<file path="src/rtl/alu_issue_pkg.sv">
// Shared opcode/func encodings, FSM state type and legality decode for alu_issue_ctrl.
package alu_issue_pkg;

    localparam logic [5:0] OP_RTYPE = 6'h00;
    localparam logic [5:0] OP_BEQ   = 6'h04;
    localparam logic [5:0] OP_ADDI  = 6'h08;
    localparam logic [5:0] OP_LW    = 6'h23;

    localparam logic [5:0] FN_ADD = 6'h20;
    localparam logic [5:0] FN_SUB = 6'h22;
    localparam logic [5:0] FN_AND = 6'h24;
    localparam logic [5:0] FN_OR  = 6'h25;
    localparam logic [5:0] FN_SLT = 6'h2A;

    typedef enum logic [1:0] {
        S_IDLE = 2'd0,
        S_EXEC = 2'd1,
        S_WB   = 2'd2
    } state_e;

    function automatic logic is_legal(input logic [5:0] op, input logic [5:0] fn);
        logic ok;
        ok = 1'b0;
        case (op)
            OP_RTYPE: ok = (fn == FN_ADD) || (fn == FN_SUB) || (fn == FN_AND) ||
                           (fn == FN_OR)  || (fn == FN_SLT);
            OP_BEQ, OP_ADDI, OP_LW: ok = 1'b1;
            default: ok = 1'b0;
        endcase
        return ok;
    endfunction

endpackage

</file>
<file path="src/rtl/alu_regfile.sv">
// 32x32 register file: two asynchronous read ports, one synchronous write port, r0 hardwired to zero.
module alu_regfile (
    input  logic        clk,
    input  logic        rst_n,
    input  logic [4:0]  ra1_i,
    input  logic [4:0]  ra2_i,
    output logic [31:0] rd1_o,
    output logic [31:0] rd2_o,
    input  logic        we_i,
    input  logic [4:0]  wa_i,
    input  logic [31:0] wd_i
);

    logic [31:0] regs_q [32];

    always_ff @(posedge clk or negedge rst_n) begin
        if (!rst_n) begin
            for (int unsigned i = 0; i < 32; i++) begin
                regs_q[i] <= '0;
            end
        end else if (we_i && (wa_i != '0)) begin
            regs_q[wa_i] <= wd_i;
        end
    end

    assign rd1_o = (ra1_i == '0) ? '0 : regs_q[ra1_i];
    assign rd2_o = (ra2_i == '0) ? '0 : regs_q[ra2_i];

endmodule

</file>
<file path="src/rtl/alu_issue_ctrl.sv">
// Single-issue IDLE/EXEC/WB controller driving an external ALU for a small MIPS subset.
// Define ILLEGAL_TRAP_EN to make illegal instructions raise a sticky trap that blocks further accepts.
module alu_issue_ctrl
    import alu_issue_pkg::*;
(
    input  logic        clk,
    input  logic        rst_n,
    input  logic        instr_valid,
    input  logic [31:0] instr,
    output logic        instr_ready,
    output logic [5:0]  alu_opcode,
    output logic [5:0]  alu_func,
    output logic [31:0] alu_a,
    output logic [31:0] alu_b,
    input  logic [31:0] alu_result,
    input  logic        alu_zero,
    output logic        wb_valid,
    output logic [4:0]  wb_rd,
    output logic [31:0] wb_data,
    output logic        branch_taken,
    output logic [31:0] branch_offset,
    output logic        mem_req,
    output logic [31:0] mem_addr,
    output logic        trap
);

    state_e      state_q, state_d;
    logic [31:0] instr_q;
    logic [31:0] result_q;
    logic        zero_q;
    logic        trap_q;

    logic [5:0]  op, fn;
    logic [4:0]  rs, rt, rd;
    logic [31:0] imm_sext;
    logic        legal;
    logic [31:0] rs_val, rt_val;
    logic        wr_en;
    logic [4:0]  wr_idx;

    assign op       = instr_q[31:26];
    assign fn       = instr_q[5:0];
    assign rs       = instr_q[25:21];
    assign rt       = instr_q[20:16];
    assign rd       = instr_q[15:11];
    assign imm_sext = {{16{instr_q[15]}}, instr_q[15:0]};
    assign legal    = is_legal(op, fn);

    assign instr_ready = (state_q == S_IDLE) && !trap_q;
    assign trap        = trap_q;

    alu_regfile u_regfile (
        .clk   (clk),
        .rst_n (rst_n),
        .ra1_i (rs),
        .ra2_i (rt),
        .rd1_o (rs_val),
        .rd2_o (rt_val),
        .we_i  (wb_valid),
        .wa_i  (wb_rd),
        .wd_i  (wb_data)
    );

    always_ff @(posedge clk or negedge rst_n) begin
        if (!rst_n) begin
            state_q  <= S_IDLE;
            instr_q  <= '0;
            result_q <= '0;
            zero_q   <= 1'b0;
        end else begin
            state_q <= state_d;
            if (instr_valid && instr_ready) begin
                instr_q <= instr;
            end
            if (state_q == S_EXEC) begin
                result_q <= alu_result;
                zero_q   <= alu_zero;
            end
        end
    end

`ifdef ILLEGAL_TRAP_EN
    // Set on the EXEC->WB edge so the flag is already visible during WB.
    always_ff @(posedge clk or negedge rst_n) begin
        if (!rst_n) begin
            trap_q <= 1'b0;
        end else if ((state_q == S_EXEC) && !legal) begin
            trap_q <= 1'b1;
        end
    end
`else
    assign trap_q = 1'b0;
`endif

    always_comb begin
        state_d       = state_q;
        alu_opcode    = '0;
        alu_func      = '0;
        alu_a         = '0;
        alu_b         = '0;
        branch_taken  = 1'b0;
        branch_offset = '0;
        mem_req       = 1'b0;
        mem_addr      = '0;
        wr_en         = 1'b0;
        wr_idx        = '0;
        case (state_q)
            S_IDLE: begin
                if (instr_valid && instr_ready) begin
                    state_d = S_EXEC;
                end
            end
            S_EXEC: begin
                state_d    = S_WB;
                alu_opcode = op;
                alu_func   = fn;
                alu_a      = rs_val;
                alu_b      = ((op == OP_ADDI) || (op == OP_LW)) ? imm_sext : rt_val;
            end
            S_WB: begin
                state_d = S_IDLE;
                if (legal) begin
                    case (op)
                        OP_RTYPE: begin
                            wr_en  = 1'b1;
                            wr_idx = rd;
                        end
                        OP_ADDI: begin
                            wr_en  = 1'b1;
                            wr_idx = rt;
                        end
                        OP_BEQ: begin
                            branch_taken  = zero_q;
                            branch_offset = imm_sext;
                        end
                        OP_LW: begin
                            mem_req  = 1'b1;
                            mem_addr = result_q;
                        end
                        default: ;
                    endcase
                end
            end
            default: state_d = S_IDLE;
        endcase
    end

    // A write to r0 is dropped entirely, so no pulse is raised for it.
    assign wb_valid = wr_en && (wr_idx != '0);
    assign wb_rd    = wb_valid ? wr_idx : '0;
    assign wb_data  = wb_valid ? result_q : '0;

endmodule

</file>
<file path="config.mk">
export PLATFORM = sky130hd
export DESIGN_NAME = alu_issue_ctrl
export DESIGN_NICKNAME = d
export VERILOG_FILES = /design/src/rtl/alu_issue_pkg.sv /design/src/rtl/alu_regfile.sv /design/src/rtl/alu_issue_ctrl.sv
export SDC_FILE = /design/constraint.sdc
export NUM_CORES = 2
export LEC_CHECK = 0
export CAP_MARGIN = 20
export CORE_MARGIN = 2
export CORE_UTILIZATION = 30
export CTS_BUF_LIST = sky130_fd_sc_hd__clkbuf_16
export DETAILED_ROUTE_END_ITERATION = 16
export GPL_ROUTABILITY_DRIVEN = 1
export HOLD_SLACK_MARGIN = 0.12
export PLACE_DENSITY_LB_ADDON = 0.25
export SETUP_SLACK_MARGIN = 0.1
export SLEW_MARGIN = 5
export SYNTH_ARGS = -nofsm -noshare
export SYNTH_HDL_FRONTEND = slang
export SYNTH_SLANG_ARGS = --single-unit
</file>
<file path="constraint.sdc">
create_clock -name clk -period 4.2 [get_ports clk]
set_clock_uncertainty 0.05 [all_clocks]
set_input_delay 0.63 -clock clk [delete_from_list [all_inputs] [get_ports clk]]
set_output_delay 0.63 -clock clk [all_outputs]
set_load 0.05 [all_outputs]
</file>
After elaboration in Yosys (flattened, before gate mapping). Index checks and enable logic that the tools add are counted.

Register bits after elaboration: 1091. Bits of input ports: 68. Output and inout bits: 182. Logic and storage cells: 110.

Magnitude comparators: 4. Equal/unequal tests: 11. Muxes and demuxes: 39. Bitwise operators: 3. Reduce and logical (&&, ||, !) cells: 17.

Operators with widths (number): bitwise mux 1024 bit (1); 2-to-1 mux 32 bit (17); binary-select mux 32 bit (select 5 bit) (2); demux 32 bit (select 5 bit) (1); equality test 6 bit, second input constant (6); greater-or-equal comparator 6 bit, second input constant (3); inverter 5 -> 6 bit (3); 2-to-1 mux 5 bit (3); 2-to-1 mux 6 bit (2); logical NOT 5 bit (2); one-hot mux 5 bit (2 select lines) (1); nonzero test 5 bit (2); 2-to-1 mux 1 bit (9); equality test 6 x 3 -> 1 bit, second input constant (1); equality test 6 x 4 -> 1 bit, second input constant (1); logical NOT 6 bit (1); less-than comparator 6 x 1 -> 1 bit, second input constant (1); logical OR 1 bit (5); logical AND 1 bit (4); one-hot mux 2 bit (2 select lines) (1); OR reduction 3 bit (1); equality test 2 x 1 -> 1 bit, second input constant (1); equality test 2 bit, second input constant (1); logical NOT 2 bit (1); 4 further kinds (4).

Longest topological paths before layout.
Word-level depth: 17. Depth in mapped cells: 10. Mapped depth without buffers: 6.

Cells and area by module. Synthesis repeated with hierarchy kept, for this count alone.

Cell total of the unflattened synthesis: 3913. Area, all modules: 58466.1 sq um.

By module, submodules not included: alu_regfile (times used 1, cells an instance 3487, area each 53978.0 sq um); alu_issue_ctrl (times used 1, cells an instance 426, area each 4488.1 sq um).

Worst setup path before layout. OpenSTA, ideal clock, no wires.

Path type: reg2out. Start: reg instr_q[21]. End: out alu_a[10]. Arrival: 2.952 ns. Required time: 3.520 ns. Path slack: 0.568 ns. Cell stages (with the launch flop): 9. Cells stage by stage: dfrtp_1 > clkbuf_1 > buf_2 > buf_1 > mux4_2 > mux2i_1 > nor2_1 > a21oi_1 > o21ai_0.

Longest elaborated chain between the ends: 6. Elaborated cells on any way between the ends: 7. Those cells by class: 5 x mux; 1 x bitwise; 1 x reduce/logical.

RTL lines: start, declared (RTL line alu_issue_ctrl.sv:28) `logic [31:0] instr_q;`; start signal, assigned (RTL line alu_issue_ctrl.sv:73) `instr_q <= instr;`; inverter 5 -> 6 bit (implied by the code) (RTL line alu_regfile.sv:26) `assign rd1_o = (ra1_i == '0) ? '0 : regs_q[ra1_i];`; binary-select mux 32 bit (select 5 bit) (RTL line alu_regfile.sv:26); 2-to-1 mux 32 bit (implied by the code) (2 in series) (RTL line alu_regfile.sv:26); 2-to-1 mux 32 bit * (RTL line alu_regfile.sv:26); 2-to-1 mux 32 bit * (RTL line alu_issue_ctrl.sv:107) `case (state_q)`; end, declared (RTL line alu_issue_ctrl.sv:13) `output logic [31:0] alu_a,`.

Mark *: on every way between the ends. The rest lies on a longest branch, timed or not. The select of a mux whose other input is x is not followed.

Worst setup path in the final report.
Start: reg instr_q[18]. End: out alu_b[28].

Longest elaborated chain between the ends: 7. Elaborated cells on any way between the ends: 8. Those cells by class: 6 x mux; 1 x bitwise; 1 x reduce/logical.

RTL lines: inverter 5 -> 6 bit (implied by the code) (RTL line alu_regfile.sv:27) `assign rd2_o = (ra2_i == '0) ? '0 : regs_q[ra2_i];`; binary-select mux 32 bit (select 5 bit) (RTL line alu_regfile.sv:27); 2-to-1 mux 32 bit (implied by the code) (2 in series) (RTL line alu_regfile.sv:27); 2-to-1 mux 32 bit * (RTL line alu_regfile.sv:27); 2-to-1 mux 32 bit * (RTL line alu_issue_ctrl.sv:118) `alu_b = ((op == OP_ADDI) || (op == OP_LW)) ? imm_sext : rt_val;`; 2-to-1 mux 32 bit * (RTL line alu_issue_ctrl.sv:107); end, declared (RTL line alu_issue_ctrl.sv:14) `output logic [31:0] alu_b,`.

Marked as above.

==> impl_metrics.toml <==
[outcome]
run_status = "complete, no violations"

[sta]
drv_slew = 0
relSlewSlack = 0.264
fin_setup_tns_ns = 0
postLayoutSetupSlackWorst_ns = 0.0869
post-route-period-util = 0.979
worst_pin_slew_ns = 1.10
period_needed_ns = 4.11
hold_violations = 0
setup_viol = 0
fmax_mhz = 243
rsz0062_at_grt = "yes"

[logic_synthesis]
ys_seq_area_frac = 0.471
postSynthAreaPerCell_sq_um = 12.9
ys_warn_count = 0
synth.net_count = 4568
synth_edf_count = 0
syn_inst = 4500
ys_types = 59
synth-async-reset-ratio = 1.00
ys_ff_latch = 1091
syn-cell-area_sq_mm = 0.0580
synthFlopType = "dfrtp_1"

[route]
vias_per_cell = 5.65
vias = 41500
routed_wl_um = 228000
wl_per_cell_um = 31.0
final_antenna_net_count = 0
drtIter0Drc = 3900
dr.pass1.iters = 9
drc = 0

[finish]
final_cell_mix = "dfrtp_1 (1,082), mux2_2 (663), mux4_2 (450), nand2_1 (427), o21ai_0 (329)"
area_growth_pct = 22.4
drive_above_1_share = 0.402
seqCellArea_sq_mm = 0.0273
multiInputGateArea_sq_mm = 0.0291
nets = 4787
design_area_sq_mm = 0.0710
nFillCells = 18300
final_common_cell = "dfrtp_1"
finalNonFillerCells = 7351

[global_routing]
grt-ovfl-total = 0
grt_pass1_wl_um = 325000
grtUsageTotal = 0.228
use_met3 = 0.0276
grt_pass1_vias = 42200
grtUsageMet1 = 0.313
grt_busiest_layer = "met2"
use_met2 = 0.361
antenna_found_initial = 4
grt_max_degree = 121

[clock_tree]
path_clk_slew_ns = 0.06
clk_path_buf_depth = 3
h-tree-depth = 3
clockRootBuffer = "clkbuf_16"
cts_made_buffers = 121
cts.sinks = 1091
tritoncts = "done"
insertion_delay_ns = 0.79

[worst_setup_path]
path_class = "reg2out"
required_ns = 3.52
worstPathMaxFanout = 13
critPathCaptureType = "output port"
crit_arrival_ns = 3.43
critPathLaunchType = "flop"

[floorplanning]
dieHeight_um = 444
start_util = 0.301
ios = 250
dieArea_sq_mm = 0.197
row_count = 161
core_sq_mm = 0.192
die_x_um = 444

[pwr]
power_uw = 29700
powerDensity_mw_per_mm2 = 418
ir_drop_v = 0.000381
p_leak_uw = 0.0317

[worst_hold_path]
hold_path.class = "in2reg"

[place]
gp_congestion = 0.840
place_ws_ns = 0.453
hpwl_um = 140000
placed_cell_area_sq_mm = 0.0653
io_buffers = 248
dp_cells = 7040

[job]
drv_cap = 0
-- cell type report --
cell class | instances | area share
clock buffer | 121 | 0.0426
antenna | 1 | 0.0000352
timing repair buffer | 608 | 0.104
sequential | 1091 | 0.385
multi-input combinational | 2861 | 0.410
tap | 2526 | 0.0445
inverter | 36 | 0.00210
clock inverter | 107 | 0.0120
-- flip-flops by register name (all words and copies together), names as in the netlist --
register and flops:
instr_q 32, result_q 32, state_q 2, u_regfile.regs_q 1024
zero_q 1
-- timing repair --
| item | CTS | global route |
|---|---|---|
| endpoints found under the setup margin | 99 | 59 |
| buffers inserted | 58 | 8 |
| hold buffers | 1 | 0 |
| resized for setup | 136 | 58 |
| cloned | 10 | 5 |
| endpoints found under the hold margin | 48 | 0 |
| pin swaps | 17 | 5 |
-- report_power, final --
part	internal (uW)	switching (uW)	total [uW]
sequential	10700	761	11500
combinational	2940	4600	7540
clock	5910	4780	10700
-- stage by stage --
| step | hold WS, ns | utilization |
|---|---|---|
| floorplan | 0.284 | - |
| global placement | 0.327 | 0.340 |
| global route | 0.312 | 0.369 |
| finish | 0.314 | 0.369 |
| CTS | 0.266 | 0.367 |
| detailed placement | 0.333 | 0.340 |
-- synthesized netlist by cell type (all sizes together) (36+ instances only) --
cell type / count / area (sq um)
a21oi: 54 / 274
mux2i: 237 / 2370
nor3: 64 / 330
a211oi: 52 / 395
nor2: 58 / 223
o21ai: 362 / 1820
clkbuf: 342 / 1280
o22ai: 89 / 557
nand2: 427 / 1600
buf: 171 / 892
inv: 36 / 135
and2: 94 / 588
nand3: 68 / 340
dfrtp: 1091 / 27300
mux2: 738 / 8310
mux4: 450 / 10100
-- worst max-delay path, stage by stage (launching register included) --
cell,delay [ns]
dfrtp_4,0.58
buf_4,0.20
or2_2,0.51
o221ai_1,0.39
o22ai_1,0.14
nor3_1,0.44
or3_1,0.23
buf_12,0.14
-- cells by family (layout without fill, tap and decap cells) --
family	Yosys count	count (layout)	share of synthesized area
AOI/OAI and AO/OA	647	647	0.0665
and+or+nand+nor	787	788	0.0639
buffers and inverters	549	872	0.0398
DFF	1091	1091	0.471
muxes	1425	1425	0.359
other	1	2	0.0000647
-- final timing paths --
kind,from,endpoint,slack (ns),cells past startpoint
setup / recovery,instr_q[18],alu_b[28],0.09,7
hold / removal,alu_result[18],result_q[18],0.31,3
setup reg to reg,instr_q[26],u_regfile.regs_q[243],0.56,7
hold reg to reg,u_regfile.regs_q[1010],u_regfile.regs_q[1010],0.34,0
max in group asynchronous,rst_n,u_regfile.regs_q[1018],2.48,3
min in group asynchronous,rst_n,u_regfile.regs_q[751],0.41,2
-- routing by layer --
layer / up-vias / wire [um]
met5: - / 0
met4: 0 / 10600
met3: 390 / 11600
met2: 1477 / 106000
met1: 22400 / 98900
li1: 17200 / -
No activity file was read; power rests on OpenSTA's default activity.
